<file path="src/rtl/serial_adder.sv">
`default_nettype none
// ============================================================================
// Module   : serial_adder
// Brief    : Bit-serial W-bit adder, LSB first, one bit per clock. The optional
//            subtract mode is enabled by defining SERIAL_ADDER_SUB_EN.
// Revision : 1.0
// ============================================================================
module serial_adder #(
    parameter int W = 8
) (
    input  logic         clk_in,
    input  logic         rst_in,
    input  logic         start_in,
    input  logic [W-1:0] a_in,
    input  logic [W-1:0] b_in,
    input  logic         cin_in,
`ifdef SERIAL_ADDER_SUB_EN
    input  logic         sub_in,
`endif
    output logic         busy_out,
    output logic         done_out,
    output logic [W-1:0] sum_out,
    output logic         carry_out
);

    localparam int            CW     = $clog2(W + 1);
    localparam logic [1:0]    c_IDLE = 2'd0;
    localparam logic [1:0]    c_BUSY = 2'd1;
    localparam logic [1:0]    c_DONE = 2'd2;
    localparam logic [CW-1:0] c_LAST = CW'(W - 1);

    logic [1:0]    state_q, state_d;
    logic [W-1:0]  a_q, a_d;
    logic [W-1:0]  b_q, b_d;
    logic          carry_q, carry_d;
    logic [CW-1:0] cnt_q, cnt_d;
    logic [W-1:0]  sum_q, sum_d;
    logic          cout_q, cout_d;

    logic          w_sub;
    logic          w_ha1_s, w_ha1_c, w_ha2_c;
    logic          w_sum_bit, w_carry_bit;
    logic [W-1:0]  w_s_full;

`ifdef SERIAL_ADDER_SUB_EN
    assign w_sub = sub_in;
`else
    assign w_sub = 1'b0;
`endif

    // Full adder from two half-adder stages.
    assign w_ha1_s     = a_q[0] ^ b_q[0];
    assign w_ha1_c     = a_q[0] & b_q[0];
    assign w_sum_bit   = w_ha1_s ^ carry_q;
    assign w_ha2_c     = w_ha1_s & carry_q;
    assign w_carry_bit = w_ha1_c | w_ha2_c;

    // S keeps only the W-1 bits already produced; the current bit completes it.
    generate
        if (W == 1) begin : g_s_w1
            assign w_s_full = w_sum_bit;
        end else begin : g_s_wn
            logic [W-2:0] s_q, s_d;

            assign w_s_full = {w_sum_bit, s_q};

            always_comb begin
                s_d = s_q;
                if (state_q == c_BUSY) begin
                    s_d = w_s_full[W-1:1];
                end
            end

            always_ff @(posedge clk_in) begin
                if (rst_in) begin
                    s_q <= '0;
                end else begin
                    s_q <= s_d;
                end
            end
        end
    endgenerate

    always_comb begin
        state_d = state_q;
        a_d     = a_q;
        b_d     = b_q;
        carry_d = carry_q;
        cnt_d   = cnt_q;
        sum_d   = sum_q;
        cout_d  = cout_q;
        case (state_q)
            c_IDLE, c_DONE: begin
                if (start_in) begin
                    state_d = c_BUSY;
                    a_d     = a_in;
                    b_d     = w_sub ? ~b_in : b_in;
                    carry_d = w_sub ? 1'b1 : cin_in;
                    cnt_d   = '0;
                end else begin
                    state_d = c_IDLE;
                end
            end
            c_BUSY: begin
                a_d     = a_q >> 1;
                b_d     = b_q >> 1;
                carry_d = w_carry_bit;
                cnt_d   = cnt_q + CW'(1);
                if (cnt_q == c_LAST) begin
                    state_d = c_DONE;
                    sum_d   = w_s_full;
                    cout_d  = w_carry_bit;
                end
            end
            default: state_d = c_IDLE;
        endcase
    end

    always_ff @(posedge clk_in) begin
        if (rst_in) begin
            state_q <= c_IDLE;
            a_q     <= '0;
            b_q     <= '0;
            carry_q <= 1'b0;
            cnt_q   <= '0;
            sum_q   <= '0;
            cout_q  <= 1'b0;
        end else begin
            state_q <= state_d;
            a_q     <= a_d;
            b_q     <= b_d;
            carry_q <= carry_d;
            cnt_q   <= cnt_d;
            sum_q   <= sum_d;
            cout_q  <= cout_d;
        end
    end

    assign busy_out  = (state_q == c_BUSY);
    assign done_out  = (state_q == c_DONE);
    assign sum_out   = sum_q;
    assign carry_out = cout_q;

endmodule
`default_nettype wire

</file>
<file path="config.mk">
export PLATFORM = sky130hd
export DESIGN_NAME = serial_adder
export DESIGN_NICKNAME = d
export VERILOG_FILES = /design/src/rtl/serial_adder.sv
export SDC_FILE = /design/constraint.sdc
export NUM_CORES = 1
export LEC_CHECK = 0
export ABC_AREA = 1
export CORE_UTILIZATION = 27
export CTS_CLUSTER_SIZE = 30
export DETAILED_ROUTE_END_ITERATION = 7
export GPL_TIMING_DRIVEN = 0
export HOLD_SLACK_MARGIN = 0.02
export PLACE_DENSITY = 0.55
export SLEW_MARGIN = 20
export SYNTH_ARGS = -nofsm -noshare
export SYNTH_HDL_FRONTEND = slang
export SYNTH_SLANG_ARGS = --single-unit
</file>
<file path="constraint.sdc">
create_clock -name clk_in -period 3 [get_ports clk_in]
set_input_delay 0.3 -clock clk_in [delete_from_list [all_inputs] [get_ports clk_in]]
set_output_delay 0.3 -clock clk_in [all_outputs]
set_load 0.005 [all_outputs]
</file>
==> flow_summary.ini <==
[run_status]
status = completed

[drt]
dr.pass1.iters = 4
detail-route-antenna-nets = 0
drt_iter0_drc = 55
drcViolationCount = 0
finalWirelength_um = 4280
avgRoutedWirePerCell_um = 12.1
routed_via_density = 4.61
num_vias = 1632

[sta]
slew_violations = 0
fin_crit_sh_pct = 65.6
fmax_ghz = 0.508
relSlewSlack_pct = 63.6
skew_ps = 2.88
tns_ps = 0
rsz0062_at_grt = no
setup_ws_ps = 1030
period_minus_slack_ps = 1970
tightest_slew_ps = 545
finalSetupViolCount = 0
hold_violations = 0

[finish]
layout.nets = 298
final_area_mm2 = 0.00228
diodes = 0
fin_cells = 354
drive_gt1_share_pct = 10.5
fill_cells = 683
synthToLayoutAreaGrowth_pct = 28.4

[logic_synthesis]
ys_ff_latch = 39
synth_top_area_share_pct = 44.0
synthFlopType = dfxtp_1
synth.distinct_cells = 20
syn_area_mm2 = 0.00177
synthArstFlopShare_pct = 0
yosys.area.top_type = dfxtp_1
netlist_instances = 240
syn_avg_cell_area_um2 = 7.39
yosys-top-cells-area = dfxtp_1 44%, nand3_1 19%, nand2_1 7.0%
yosysMostFrequentCell = nand3_1
yosysSeqAreaShare_pct = 44.0
yosysWarnings = 0
synth_nets = 262
synth_common_cells = 69 x nand3_1, 39 x dfxtp_1, 33 x nand2_1
synth-edff-count = 0

[floorplan]
dieArea_mm2 = 0.00689
rows = 29
initial_core_util_pct = 27.9
io_pins = 31
die_h_um = 83.0
coreArea_mm2 = 0.00635
die_x_um = 83.0

[pwr]
p_leak_nw = 0.953
power_density_mw_per_mm2 = 516
ir_drop_uv = 325

[critical_path]
startpoint_type = flop
crit_path_max_fanout = 10
critPathArrivalTime_ps = 1670
required_ps = 2700
path_class = reg -> out
crit_start = state_q[0]
path_cells = buf_6, inv_4, nor2_4, buf_6, clkdlybuf4s50_1
end_kind = output pin
setup.worst_path.end = busy_out
r2r-start = cnt_q[0]
critical-path-max-stage-delay_ps = 510
crit_family = buffers and inverters
crit_cells = 5
crit_top_cell = buf_6
rr_worst_depth = 6
r2r-end = carry_out
reg2reg_slack_ps = 1720
path_buf_inv = 4
crit_slowest_cell = clkdlybuf4s50_1

[min_path]
min_path_type = in -> reg
holdPathStages = 4

[global_route]
grt_usage_pct = 13.2
grt_pass1_vias = 1527
grt_antenna_before_repair = 0
grt_pass1_wl_um = 7360
overflow = 0
grt_max_degree = 13

[cts]
cts.sinks = 39
clockBufferDepth = 2
clk_latency_ps = 290
cts_tree = built
cts_buffers = 5
clk_pin_slew_ps = 80
post_cts_buffers = 0
post_cts_resized = 0
cts_htree_levels = 2
clockRootBuffer = clkbuf_8
hold_buffers = 0

[placement]
pre_cts_ws_ps = 1310
hpwl_um = 2980
numPortBuffers = 29
dp.cells = 346
gp_congestion = 0.767
placed_area_mm2 = 0.00216

[run]
maxCapViolCount = 0
[where the power goes]
group          internal, mW  total [mW]  switching, mW  leakage (nW)
Combinational        0.0705       0.160         0.0894         0.573
Sequential            0.544       0.561         0.0163         0.319
Clock                 0.269       0.455          0.185        0.0612
[layer usage]
| metal | GRT usage (%) | up-vias | wire length [um] |
|---|---|---|---|
| met4 | 3.76 | 0 | 36 |
| met1 | 18.2 | 727 | 2190 |
| met5 | 0 | - | 0 |
| met2 | 20.6 | 37 | 1870 |
| met3 | 2.68 | 5 | 174 |
| li1 | - | 863 | - |
[layout make-up]
cell class	count	area [um2]	area share, %
buffer	16	106	4.67
clock buffer	6	82.6	3.63
clock inverter	2	35.0	1.54
inverter	22	85.1	3.74
multi-input combinational	163	801	35.2
sequential	39	781	34.3
tap	77	96.3	4.23
timing repair buffer	29	290	12.7
[kinds of logic (layout without fill, tap and decap cells)]
logic type	count (synthesis)	count (layout)	share of synthesized area [%]
buffers and inverters	38	75	10.8
and+or+nand+nor	130	130	34.2
DFF	39	39	44.0
adders and majority gates	2	2	1.83
AOI/OAI and AO/OA	31	31	9.17
[per-stage QoR]
step	hold slack [ps]	utilization, %	power [mW]
floorplan	431	-	0.674
global placement	445	34.0	0.732
detailed placement	451	34.0	0.733
CTS	412	35.9	1.19
global route	449	35.9	1.23
finish	413	35.9	1.18
[how the worst min path moves through the flow]
stage	from	end	slack, ps
after floorplan	g_s_wn.s_q[0]	g_s_wn.s_q[0]	430
after global placement	g_s_wn.s_q[0]	g_s_wn.s_q[0]	450
after detailed placement	g_s_wn.s_q[0]	g_s_wn.s_q[0]	450
after CTS	start_in	b_q[0]	410
after global routing	start_in	b_q[0]	450
final	start_in	b_q[0]	410
[cells in the final DEF, fill, tap and decap left out]
cell type,n
nand2_2,3
clkdlybuf4s50_1,29
clkinv_2,1
nor2_8,1
inv_1,19
nand2_1,33
o21ai_0,9
nand3_1,69
buf_2,4
ha_1,1
buf_4,5
clkbuf_1,4
buf_6,3
inv_2,1
nor2_1,23
clkinv_1,1
clkbuf_8,6
inv_4,1
a21oi_1,20
a21oi_2,2
nor2_4,1
dfxtp_1,39
bufinv_16,1
fa_1,1
[tightest hold or removal path, stage by stage]
cell     delay, ps
buf_4          140
nand2_2         80
nand3_1         80
a21oi_1         60
[sequential cells by signal (all words and copies together) (netlist names)]
signal / count
state_q: 2
b_q: 8
carry_q: 1
carry_out: 1
a_q: 8
sum_out: 8
g_s_wn.s_q: 7
cnt_q: 4
Power figures use the tool's default switching activity.
